**config.mk**
```make
export PLATFORM = sky130hd
export DESIGN_NAME = cpc_ram_bank_ctrl
export DESIGN_NICKNAME = d
export VERILOG_FILES = /design/src/rtl/cpc_ram_bank_ctrl.sv
export SDC_FILE = /design/constraint.sdc
export NUM_CORES = 1
export LEC_CHECK = 0
export ABC_AREA = 1
export CORE_UTILIZATION = 44
export CTS_BUF_LIST = sky130_fd_sc_hd__clkbuf_16
export CTS_CLUSTER_SIZE = 40
export DETAILED_ROUTE_END_ITERATION = 10
export PLACE_DENSITY_LB_ADDON = 0.05
export SYNTH_ARGS = -nofsm -noshare
export SYNTH_HDL_FRONTEND = slang
export SYNTH_SLANG_ARGS = --single-unit
```
**constraint.sdc**
```tcl
create_clock -name i_clk -period 1.3 [get_ports i_clk]
set_input_delay 0.195 -clock i_clk [delete_from_list [all_inputs] [get_ports i_clk]]
set_output_delay 0.195 -clock i_clk [all_outputs]
set_load 0.1 [all_outputs]
```
**src/rtl/cpc_ram_bank_ctrl.sv**
```systemverilog
// CPC expansion RAM banking core: captures &7Fxx RAM-config writes and maps Z80 16K pages
// onto 512K SRAM blocks. Optional config readback on &7Fxx IO reads when CFG_READBACK_EN is defined.
module cpc_ram_bank_ctrl #(
    parameter int unsigned NBANK_BITS = 3,
    parameter logic [7:0]  CFG_RESET  = 8'h00
) (
    input  logic                  i_clk,
    input  logic                  i_reset,
    input  logic                  i_mreq_b,
    input  logic                  i_ioreq_b,
    input  logic                  i_rfsh_b,
    input  logic                  i_rd_b,
    input  logic                  i_wr_b,
    input  logic                  i_a15,
    input  logic                  i_a14,
    input  logic [7:0]            i_d,
    output logic [NBANK_BITS+1:0] o_hiadr,
    output logic                  o_ramcs_b,
    output logic                  o_ramoe_b,
    output logic                  o_ramwe_b,
    output logic                  o_ramdis
`ifdef CFG_READBACK_EN
    ,
    output logic [7:0]            o_dout,
    output logic                  o_doe
`endif
);

    typedef enum logic [1:0] {
        StIdle,
        StArm,
        StRd,
        StWr
    } state_t;

    state_t                  r_state;
    logic [5:0]              r_cfg;
    logic                    r_iowr;
    logic [NBANK_BITS+1:0]   r_hiadr;
    logic                    r_ramcs_b;

    logic [1:0]              w_page;
    logic [2:0]              w_mode;
    logic [NBANK_BITS-1:0]   w_bank;
    logic                    w_hit;
    logic [1:0]              w_blk;
    logic                    w_mem_hit;
    logic                    w_iowr;
    logic                    w_cfg_cap;

    // Bank field is zero-extended or truncated to NBANK_BITS; extra data bits never wrap in.
    function automatic logic [NBANK_BITS-1:0] f_bank(input logic [2:0] b);
        logic [2:0] t;
        t      = b;
        f_bank = '0;
        for (int i = 0; i < int'(NBANK_BITS); i++) begin
            f_bank[i] = t[0];
            t         = t >> 1;
        end
    endfunction

    assign w_page = {i_a15, i_a14};
    assign w_mode = r_cfg[2:0];
    assign w_bank = f_bank(r_cfg[5:3]);

    always_comb begin
        w_hit = 1'b0;
        w_blk = w_page;
        case (w_mode)
            3'd0: begin
                w_hit = 1'b0;
            end
            3'd1, 3'd3: begin
                w_hit = (w_page == 2'd3);
                w_blk = 2'd3;
            end
            3'd2: begin
                w_hit = 1'b1;
                w_blk = w_page;
            end
            default: begin
                w_hit = (w_page == 2'd1);
                w_blk = w_mode[1:0];
            end
        endcase
    end

    assign w_mem_hit = !i_mreq_b && i_rfsh_b && w_hit;
    assign o_ramdis  = w_mem_hit;

    assign w_iowr = !i_ioreq_b && !i_wr_b && !i_a15 && i_a14;

    // Rising edge of the IO-write qualifier only, so a long IOREQ gives a single capture.
    // A concurrent memory request wins and the IO write is dropped.
    assign w_cfg_cap = w_iowr && !r_iowr && (i_d[7:6] == 2'b11) && i_mreq_b &&
                       (r_state == StIdle);

    always_ff @(posedge i_clk or posedge i_reset) begin
        if (i_reset) begin
            r_iowr <= 1'b0;
            r_cfg  <= CFG_RESET[5:0];
        end else begin
            r_iowr <= w_iowr;
            if (w_cfg_cap) begin
                r_cfg <= i_d[5:0];
            end
        end
    end

    always_ff @(posedge i_clk or posedge i_reset) begin
        if (i_reset) begin
            r_state   <= StIdle;
            r_hiadr   <= '0;
            r_ramcs_b <= 1'b1;
        end else begin
            case (r_state)
                StIdle: begin
                    if (w_mem_hit) begin
                        r_hiadr   <= {w_bank, w_blk};
                        r_ramcs_b <= 1'b0;
                        if (!i_rd_b) begin
                            r_state <= StRd;
                        end else if (!i_wr_b) begin
                            r_state <= StWr;
                        end else begin
                            r_state <= StArm;
                        end
                    end
                end
                StArm: begin
                    if (!i_rd_b) begin
                        r_state <= StRd;
                    end else if (!i_wr_b) begin
                        r_state <= StWr;
                    end else if (i_mreq_b) begin
                        r_state   <= StIdle;
                        r_ramcs_b <= 1'b1;
                    end
                end
                StRd, StWr: begin
                    if (i_mreq_b) begin
                        r_state   <= StIdle;
                        r_ramcs_b <= 1'b1;
                    end
                end
                default: begin
                    r_state   <= StIdle;
                    r_ramcs_b <= 1'b1;
                end
            endcase
        end
    end

    assign o_hiadr   = r_hiadr;
    assign o_ramcs_b = r_ramcs_b;
    // Strobes follow the Z80 strobes directly so they end without waiting for a clock.
    assign o_ramoe_b = (r_state != StRd) || i_rd_b;
    assign o_ramwe_b = (r_state != StWr) || i_wr_b;

`ifdef CFG_READBACK_EN
    logic w_iord;

    assign w_iord = !i_ioreq_b && !i_rd_b && !i_a15 && i_a14;
    assign o_doe  = w_iord && !i_reset;
    assign o_dout = {2'b11, r_cfg};
`endif

endmodule

```
# Yosys cells after proc, flatten, opt, wreduce, memory -nomap -nowiden
# Index checks and enable logic that the tools add are counted.
[op_classes]
mux = 14
eq_ne = 14
reduce_logical = 23
[op_table]
columns = ["cell", "count"]
rows = [
  ["2-bit two-way mux", 6],
  ["2-bit != test, second input constant", 5],
  ["1-bit logical AND", 9],
  ["2-bit == test, second input constant", 4],
  ["3-bit by 2-bit == test with 1-bit output, second input constant", 2],
  ["1-bit one-hot mux with 3 select lines", 2],
  ["2-bit one-hot mux with 3 select lines", 1],
  ["2-bit OR reduction", 3],
  ["1-bit zero test", 5],
  ["2-bit by 1-bit == test with 1-bit output, second input constant", 2],
  ["1-bit two-way mux", 4],
  ["2-bit one-hot mux with 2 select lines", 1],
  ["3-bit by 1-bit == test with 1-bit output, second input constant", 1],
  ["3-bit zero test", 1],
  ["3-bit AND reduction", 1],
  ["2-bit zero test", 1],
  ["1-bit logical OR", 2],
  ["2-bit AND reduction", 1],
]
[word_totals]
out_inout_bits = 9
input_bits = 17
ff_bits = 15
word_cells = 56

# Longest topological paths before layout
# Gate-level depths: netlist of run 1.
[logic_depth]
depth_word = 8
mapped_depth = 8
ltp_nobuf = 8

# Worst setup path before layout of run 1
# OpenSTA, ideal clock, no wires.
[synth_timing]
path_kind = "register -> output"
start = "register r_cfg[0]"
end = "output o_ramdis"
t_required_ns = 1.105
arrival_ns = 1.301
path_buffers = 0
slack_ns = -0.196
stages_incl_launch_ff = 6
cell_sequence = "dfrtp_1 -> inv_1 -> nand2_1 -> nand3_1 -> nand2_2 -> inv_1"
[synth_via]
elab_chain_cells = 4
word_cells_on_any_way = 7
cone_classes = "3 x eq/ne; 1 x mux; 3 x reduce/logical"
[synth_lines]
columns = ["element", "line_no", "rtl"]
rows = [
  ["from (decl)", "37", "logic [5:0] r_cfg;"],
  ["from (signal assigned)", "101", "r_cfg <= CFG_RESET[5:0];"],
  ["from (signal assigned)", "105", "r_cfg <= i_d[5:0];"],
  ["3-bit by 1-bit == test with 1-bit output or 3-bit by 2-bit == test with 1-bit output (tied branches)", "69", "case (w_mode)"],
  ["2-bit OR reduction", "69", ""],
  ["1-bit one-hot mux with 3 select lines *", "69", ""],
  ["1-bit logical AND *", "88", "assign w_mem_hit = !i_mreq_b && i_rfsh_b && w_hit;"],
  ["to (decl)", "21", "output logic o_ramdis"],
]
# Mark *: on every way between the ends. The rest lies on a longest branch, timed or not.

# Worst setup path after layout of run 1
[layout_timing]
start = "register r_cfg[0]"
end = "register r_hiadr[4], in the netlist o_hiadr[4]"
[layout_via]
elab_chain_cells = 5
word_cells_on_any_way = 8
cone_classes = "3 x eq/ne; 1 x mux; 4 x reduce/logical"
[layout_lines]
columns = ["element", "line_no", "rtl"]
rows = [
  ["3-bit by 1-bit == test with 1-bit output or 3-bit by 2-bit == test with 1-bit output (tied branches)", "69", ""],
  ["2-bit OR reduction", "69", ""],
  ["1-bit one-hot mux with 3 select lines *", "69", ""],
  ["1-bit logical AND *", "88", ""],
  ["2-bit AND reduction (no line) *", "n/a", ""],
  ["to (signal assigned)", "119", "r_hiadr <= {w_bank, w_blk};"],
  ["to (decl)", "39", "logic [NBANK_BITS+1:0] r_hiadr;"],
]
# Marks and branches as above.
# A chain may end at the register's enable or synchronous reset.

==> impl_metrics.yaml, run 1 <==
setup_path:
  crit_fanout: 4
  rr_startpoint: "r_cfg[0]"
  reg2reg_depth: 8
  end_kind: "flip-flop"
  worst_r2r_endpoint: "o_hiadr[4]"
  path_class: "reg -> reg"
  crit_required_ns: 1.43
  critPathLaunchType: "flip-flop"
  reg2reg_slack_ns: -0.17
  cp.arrival_ns: 1.60
pwr:
  pwr-share-seq_pct: 26.7
  power_frac_comb_pct: 51.5
  power_mw: 2.825
  leakage_nw: 0.6932
  p_clk_share_pct: 21.8
  p_int_mw: 1.542
  switching_power_mw: 1.283
  vdd.ir_drop.worst_mv: 1.224
  p_per_area_nw_per_um2: 2053
  switching_share_pct: 45.42
clocking:
  cts-root-buf: "clkbuf_16"
  cts_hold_buf: 0
  cts_tree: "built"
  cts_made_buffers: 3
  ctsLongestPathBuffers: 2
  insertion_delay_ns: 0.25
  clock_sinks: 15
  clkTransAtPathRegs_ns: 0.05
  cts_max_level: 1
logic_synthesis:
  syn-num-nets: 110
  syn-cell-area_um2: 782.0
  synthTopCellsByArea: "dfrtp_1 (45%), nand2_1 (14%), inv_1 (6.7%)"
  synth_commonest_cells: "nand2_1 (30), dfrtp_1 (14), inv_1 (14)"
  synthArstFlopShare_pct: 100.0
  yosysUniqueCellTypes: 21
  yosys_warnings: 0
  syn_inst: 93
  yosysMostFrequentCell: "nand2_1"
  ys.flop_type: "dfrtp_1"
  synth_top_area_share_pct: 44.80
  ys_seq_elements: 15
  synth_seq_area_share_pct: 48.16
  synth_edf_count: 0
  syn_avg_cell_area_um2: 8.409
  yosys.area.top_type: "dfrtp_1"
routing:
  wl_per_cell_um: 16.47
  drc: 0
  drt_wl_total_um: 2537
  dr.pass1.iters: 7
  routed_via_density: 5.636
  antenna_left: 0
  drt_iter0_drc: 55
  via_count: 868
grt:
  grt_usage_pct: 24.83
  grt_pass1_vias: 806
  grt-ovfl-total: 0
  grt_pass1_wl_um: 3498
  grt_max_degree: 11
  antenna_found_initial: 0
sta:
  skew_ns: 0.002816
  rsz0062_at_grt: "true"
  timing.final.crit_share_pct: 113.4
  fmax_mhz: 678.1
  finalWorstSetupSlack_ns: -0.1748
  finalHoldViolCount: 0
  tightestPinTransition_ns: 0.3845
  setup_viol: 6
  finalMaxSlewViolations: 0
  layout_min_cycle_time_ns: 1.475
  setup_tns_ns: -0.8194
  relSlewSlack_pct: 74.34
final_layout:
  final_area_um2: 1376
  syn_to_final_growth_pct: 76.00
  antennaDiodeCount: 0
  drive_gt1_share_pct: 42.75
  final_util_pct: 87.30
  final_nets: 156
floorplan:
  die_height_um: 44.16
  die_w_um: 44.16
  start_util_pct: 49.60
  coreArea_um2: 1577
  io_pins: 26
  rows: 14
  die_area_um2: 1950
placement:
  dp_slack_ns: -0.3439
  routabilityCongestion: 0.8177
  placed_area_um2: 1227
  dpl.hpwl_um: 1406
  io_buffers: 25
min_path:
  hp-class: "in -> async"
flow_run:
  drv_cap: 0
status:
  violations: "negative setup slack"
  status: "finished with violations"
critical path: stages (launching register included):
cell,delay [ns]
dfrtp_1,0.43
inv_2,0.09
nand2_2,0.07
nand3_4,0.09
nand2_4,0.06
buf_4,0.14
buf_4,0.15
o21ai_0,0.24
nand2_1,0.09
routing by layer:
layer,global-route usage [%],vias to the layer above,share of wire (%)
met4,12.12,0,5.6
li1,-,385,-
met1,27.73,384,35
met3,7.347,21,9.4
met2,42.94,78,50
met5,0,-,0
placed cells by master, fill, tap and decap left out:
| master | count |
|---|---|
| a21oi_1 | 1 |
| a21oi_2 | 1 |
| a22oi_1 | 2 |
| buf_12 | 9 |
| buf_4 | 17 |
| clkbuf_16 | 3 |
| clkdlybuf4s50_1 | 11 |
| clkinv_2 | 1 |
| clkinvlp_4 | 1 |
| dfrtp_1 | 12 |
| dfrtp_2 | 2 |
| dfstp_2 | 1 |
| dlygate4sd2_1 | 5 |
| inv_1 | 10 |
| inv_2 | 5 |
| nand2_1 | 27 |
| nand2_2 | 4 |
| nand2_4 | 1 |
| nand3_1 | 3 |
| nand3_2 | 2 |
| nand3_4 | 1 |
| nand3b_1 | 1 |
| nor2_2 | 1 |
| nor2_4 | 2 |
| nor3_2 | 1 |
| nor3_4 | 1 |
| o211ai_1 | 1 |
| o21ai_0 | 5 |
| o21ai_1 | 1 |
| o21ai_2 | 6 |
per-stage QoR:
| stage | hold slack, ns | cells |
|---|---|---|
| floorplan | 0.09576 | 93 |
| global placement | 0.4625 | 145 |
| detailed placement | 0.4663 | 145 |
| CTS | 0.2307 | 152 |
| global route | 0.2575 | 154 |
| finish | 0.2193 | 154 |
timing repair:
action                                  in CTS  in global routing
cloned                                       0                  0
setup buffers                                4                  2
resized for setup                            9                 10
endpoints found under the setup margin       7                  6
pin swaps                                    6                  2
state kept, by name (all words and copies together), names as in the netlist:
register   flops
o_hiadr        5
r_cfg          6
r_state        2
r_iowr         1
o_ramcs_b      1
final cells by class:
class	instances	area (um2)
Clock buffer	3	75.07
Clock inverter	1	5.005
Fill cell	83	200.2
Inverter	16	63.81
Multi-Input combinational cell	61	371.6
Sequential cell	15	379.1
Tap cell	16	20.02
Timing Repair Buffer	42	461.7
worst max path at each step:
stage	start	to	cells past startpoint
after floorplan	r_state[1]	o_ramwe_b	1
after global placement	i_a14	r_cfg[3]	6
after detailed placement	i_a14	o_hiadr[0]	7
after CTS	r_cfg[2]	o_ramdis	5
after global routing	r_cfg[0]	o_hiadr[4]	7
final	r_cfg[0]	o_hiadr[4]	8
kinds of logic after synthesis:
logic type	share of synthesized area, %
AOI/OAI and AO/OA	15.20
and+or+nand+nor	27.52
buffers and inverters	9.120
DFF	48.16
power groups by stage:
stage	Clock, mW	Combinational (mW)	Sequential [mW]
after floorplan	0	0.388	1.13
after global placement	0	1.30	0.729
after detailed placement	0	1.33	0.739
after CTS	0.614	1.36	0.735
after global routing	0.639	1.52	0.764
final	0.616	1.46	0.754
Power figures use the tool's default switching activity.
==> inputs of run 2 (changes only) <==
- TNS_END_PERCENT: default -> 10
==> run 2 against run 1 <==
Against the previous run:
- the flow still finishes with violations (negative setup slack)
- clock skew shrank 0.00053 ns
- critical path depth fell by 3
- via count down 6.0%
- non-clock buffer count unchanged
- critical path type is now reg -> out
- largest power group unchanged
==> impl_metrics.yaml, run 2 (synthesis gave the netlist of run 1 again) <==
status:
  status: "finished with violations"
  violations: "negative setup slack"
floorplan:
  die_height_um: 44.16
  die_w_um: 44.16
  start_util_pct: 49.60
  coreArea_um2: 1577
  rows: 14
  die_area_um2: 1950
  io_pins: 26
setup_path:
  cp.arrival_ns: 1.22
  crit_required_ns: 1.11
  critical_path.cell_chain: "inv_2 -> nand3_2 -> nand2_4 -> clkinvlp_4 -> buf_12"
  cpPeakStageDelay_ns: 0.44
  end_kind: "output port"
  path_class: "reg -> out"
  critPathLaunchType: "flip-flop"
  crit_slowest_cell: "dfrtp_2"
  crit_fanout: 4
placement:
  io_buffers: 25
  dp_slack_ns: -0.3288
  routabilityCongestion: 0.8669
  dpl.hpwl_um: 1425
grt:
  antenna_found_initial: 0
  grt_usage_pct: 26.08
  grt_pass1_vias: 816
  grt_pass1_wl_um: 3629
  grt_max_degree: 10
  grt-ovfl-total: 0
final_layout:
  drive_gt1_share_pct: 39.86
  final_common_cell: "nand2_1"
  largest_reg_flops: 6
  final_cell_mix: "nand2_1 (29), buf_4 (15), dfrtp_1 (13)"
  largest_register: "r_cfg"
  final_nets: 156
  syn_to_final_growth_pct: 75.52
  final_util_pct: 87.06
  antennaDiodeCount: 0
clocking:
  insertion_delay_ns: 0.24
  clkTransAtPathRegs_ns: 0.05
  cts_max_level: 1
  cts_made_buffers: 3
  cts-root-buf: "clkbuf_16"
  ctsLongestPathBuffers: 2
  clock_sinks: 15
  cts_tree: "built"
  cts_hold_buf: 0
sta:
  fmax_mhz: 709.0
  relSlewSlack_pct: 80.94
  layout_min_cycle_time_ns: 1.411
  finalMaxSlewViolations: 0
  setup_viol: 2
  tightestPinTransition_ns: 0.2829
  skew_ns: 0.002282
  timing.final.crit_share_pct: 108.5
  worst_hold_slack_ns: 0.1550
  rsz0062_at_grt: "true"
  finalHoldViolCount: 0
  finalWorstSetupSlack_ns: -0.1105
routing:
  antenna_left: 0
  wl_per_cell_um: 14.10
  drt_iter0_drc: 16
  drt_wl_total_um: 2172
  dr.pass1.iters: 7
  drc: 0
  routed_via_density: 5.299
  via_count: 816
flow_run:
  drv_cap: 0
min_path:
  hp-class: "in -> async"
pwr:
  leakage_nw: 0.6963
  p_per_area_nw_per_um2: 2037
  vdd.ir_drop.worst_mv: 1.888
run 2: changes by cell type in the layout (fill, tap and decap cells not counted), moves of 2 or more:
cell	before	now
buf_4	17	15
buf_6	0	2
nand2_1	27	29
nand2_2	4	2
o21ai_0	5	3
o21ai_1	1	3
run 2: path summary, 6_finish.rpt:
check / startpoint / slack (ns) / to / cells after the start
hold reg to reg: r_cfg[3] / 0.48 / o_hiadr[2] / 2
min in group i_clk: i_wr_b / 0.32 / r_iowr / 2
setup / recovery: r_cfg[2] / -0.11 / o_ramdis / 5
setup reg to reg: r_cfg[2] / 0.02 / o_ramcs_b / 9
max in group asynchronous: i_reset / 0.72 / o_ramcs_b / 3
hold / removal: i_reset / 0.15 / r_cfg[1] / 2
run 2: repair_timing:
item	4_1_cts	5_1_grt
pin swaps	2	2
endpoints found under the setup margin	11	9
buffers inserted	3	2
resized for setup	10	9
run 2: power by group:
group / switching, mW / total (mW) / internal (mW)
Clock: 0.188 / 0.595 / 0.408
Combinational: 0.928 / 1.48 / 0.556
Sequential: 0.119 / 0.717 / 0.598
Total: 1.23 / 2.80 / 1.56
run 2: worst max-delay path, delay by kind of cell, from the launching register on:
family / cells / cell delay, ns
flops: 1 / 0.44
simple gates: 2 / 0.19
buf+inv: 3 / 0.34
run 2: cell type report:
class | count | area [um2]
Timing Repair Buffer | 42 | 470.5
Sequential cell | 15 | 377.9
Multi-Input combinational cell | 61 | 361.6
Fill cell | 77 | 203.9
Clock buffer | 3 | 75.07
Inverter | 16 | 63.81
Tap cell | 16 | 20.02
Clock inverter | 1 | 3.754
run 2: stage by stage:
step                      area [um2]  setup TNS, ns  std cells  power [mW]
after detailed placement        1225         -3.712        145       2.085
after global placement          1225         -2.743        145       2.052
after CTS                       1340        -0.1517        152       2.722
final                           1373        -0.1173        154       2.796
after global routing            1373        -0.3781        154       2.910
after floorplan                785.8        -0.2272         93       1.519
run 2: per-layer routing:
| metal | track usage, % | vias up | routed length [um] |
|---|---|---|---|
| met3 | 6.531 | 6 | 76 |
| met5 | 0 | - | 0 |
| met1 | 30.50 | 401 | 836 |
| li1 | - | 386 | - |
| met4 | 11.52 | 0 | 53 |
| met2 | 45.00 | 23 | 1206 |
==> inputs of run 3 (changes only) <==
- RECOVER_POWER: default -> 100
- SKIP_CTS_REPAIR_TIMING: default -> 1
==> run 3 against run 2 <==
Against the previous run:
- the flow still finishes with violations (negative setup slack)
- non-clock buffer count increased by 1
- clock skew about the same
- fmax decreased by 6.4%
- combinational power down 8%
- final cell count up 0.65%
- sequential share of layout area up 1.4 points
- via count is 7.0% higher
- critical endpoint unchanged
- largest cell class unchanged
- largest power group unchanged
==> impl_metrics.yaml, run 3 (synthesis gave the netlist of run 1 again) <==
sta:
  layout_min_cycle_time_ns: 1.507
  setup_viol: 12
  finalWorstSetupSlack_ns: -0.2073
  fmax_mhz: 663.4
  finalMaxSlewViolations: 0
  tightestPinTransition_ns: 0.4052
  relSlewSlack_pct: 72.98
  rsz0062_at_grt: "true"
  finalHoldViolCount: 0
  skew_ns: 0.002539
  timing.final.crit_share_pct: 115.9
  setup_tns_ns: -0.9666
flow_run:
  drv_cap: 0
setup_path:
  cp.arrival_ns: 1.31
  path_buf_inv: 3
  critical_path.top_delay_family: "buffers and inverters"
  crit_required_ns: 1.11
  path_class: "in -> out"
  crit_slowest_cell: "clkdlybuf4s50_1"
  critical_path.cell_chain: "clkdlybuf4s50_1 -> nand2_1 -> a21oi_2 -> nand2_4 -> clkinvlp_4 -> buf_12"
  cpPeakStageDelay_ns: 0.46
  critPathLaunchType: "input port"
  end_kind: "output port"
  crit_fanout: 5
grt:
  grt-ovfl-total: 0
  antenna_found_initial: 0
  grt_max_degree: 10
  grt_usage_pct: 23.58
  grt_pass1_vias: 760
  grt_pass1_wl_um: 3277
final_layout:
  syn_to_final_growth_pct: 66.72
  final_cell_mix: "nand2_1 (29), buf_4 (15), dfrtp_1 (14)"
  largest_register: "r_cfg"
  final_common_cell: "nand2_1"
  antennaDiodeCount: 0
  final_nets: 157
  drive_gt1_share_pct: 38.13
  largest_reg_flops: 6
status:
  status: "finished with violations"
  violations: "negative setup slack"
clocking:
  clock_sinks: 15
  cts_max_level: 1
  ctsLongestPathBuffers: 2
  cts_made_buffers: 3
  cts-root-buf: "clkbuf_16"
  insertion_delay_ns: 0.25
  cts_tree: "built"
  clkTransAtPathRegs_ns: 0.05
placement:
  routabilityCongestion: 0.8669
  dpl.hpwl_um: 1425
  io_buffers: 25
routing:
  via_count: 873
  drc: 0
  wl_per_cell_um: 17.45
  dr.pass1.iters: 7
  antenna_left: 0
  routed_via_density: 5.632
  drt_iter0_drc: 19
  drt_wl_total_um: 2705
floorplan:
  die_area_um2: 1950
  rows: 14
  die_w_um: 44.16
  die_height_um: 44.16
  io_pins: 26
  coreArea_um2: 1577
  start_util_pct: 49.60
pwr:
  power_mw: 2.664
  p_per_area_nw_per_um2: 2043
  leakage_nw: 0.7042
  vdd.ir_drop.worst_mv: 1.503
min_path:
  hp-class: "in -> reg"
-- run 3: cell count changes in the layout (fill, tap and decap cells not counted), moves of 2 or more --
cell,delta
buf_12,-5
clkbuf_4,+5
dlygate4sd2_1,-4
dlymetal6s2s_1,+4
o21ai_1,-3
clkbuf_1,+2
o21ai_2,+2
-- run 3: layout make-up --
| cell class | count | area (um2) |
|---|---|---|
| sequential | 15 | 376.6 |
| multi-input combinational | 61 | 345.3 |
| timing repair buffer | 43 | 419.2 |
| tap | 16 | 20.02 |
| clock buffer | 3 | 75.07 |
| inverter | 16 | 63.81 |
| clock inverter | 1 | 3.754 |
| fill | 89 | 272.8 |
-- run 3: per-layer routing --
metal / global-route usage [%] / part of all wire, % / vias up
met5: 0 / 0 / -
met2: 41.18 / 54 / 47
met3: 6.122 / 5.4 / 16
met1: 26.79 / 35 / 423
met4: 10.91 / 5.9 / 0
li1: - / - / 387
-- run 3: path summary, 6_finish.rpt --
path | depth (start not counted) | slack (ns) | to | from
worst max-delay path | 6 | -0.21 | o_ramdis | i_rfsh_b
worst min-delay path | 2 | 0.21 | r_iowr | i_wr_b
worst max register to register | 6 | -0.08 | o_hiadr[4] | r_cfg[2]
worst min register to register | 2 | 0.50 | r_cfg[4] | r_cfg[4]
max in group asynchronous | 3 | 0.41 | r_cfg[3] | i_reset
min in group asynchronous | 2 | 0.29 | r_cfg[1] | i_reset
-- run 3: power breakdown --
part	internal (mW)	switching, mW	leakage, nW
Combinational	0.404	0.953	0.463
Clock	0.408	0.200	0.0423
Sequential	0.596	0.101	0.198
Total	1.41	1.25	0.704
-- run 3: through the flow --
stage / setup WS (ns) / hold slack (ns) / cells / util, % / area (um2)
final: -0.2073 / 0.2098 / 155 / 82.70 / 1304
after global routing: -0.2359 / 0.2292 / 155 / 82.70 / 1304
after detailed placement: -0.3288 / 0.4175 / 145 / 77.70 / 1225
after global placement: -0.2506 / 0.4118 / 145 / 77.70 / 1225
after CTS: -0.3426 / 0.1586 / 149 / 82.70 / 1304
after floorplan: -0.08470 / 0.09576 / 93 / - / 785.8
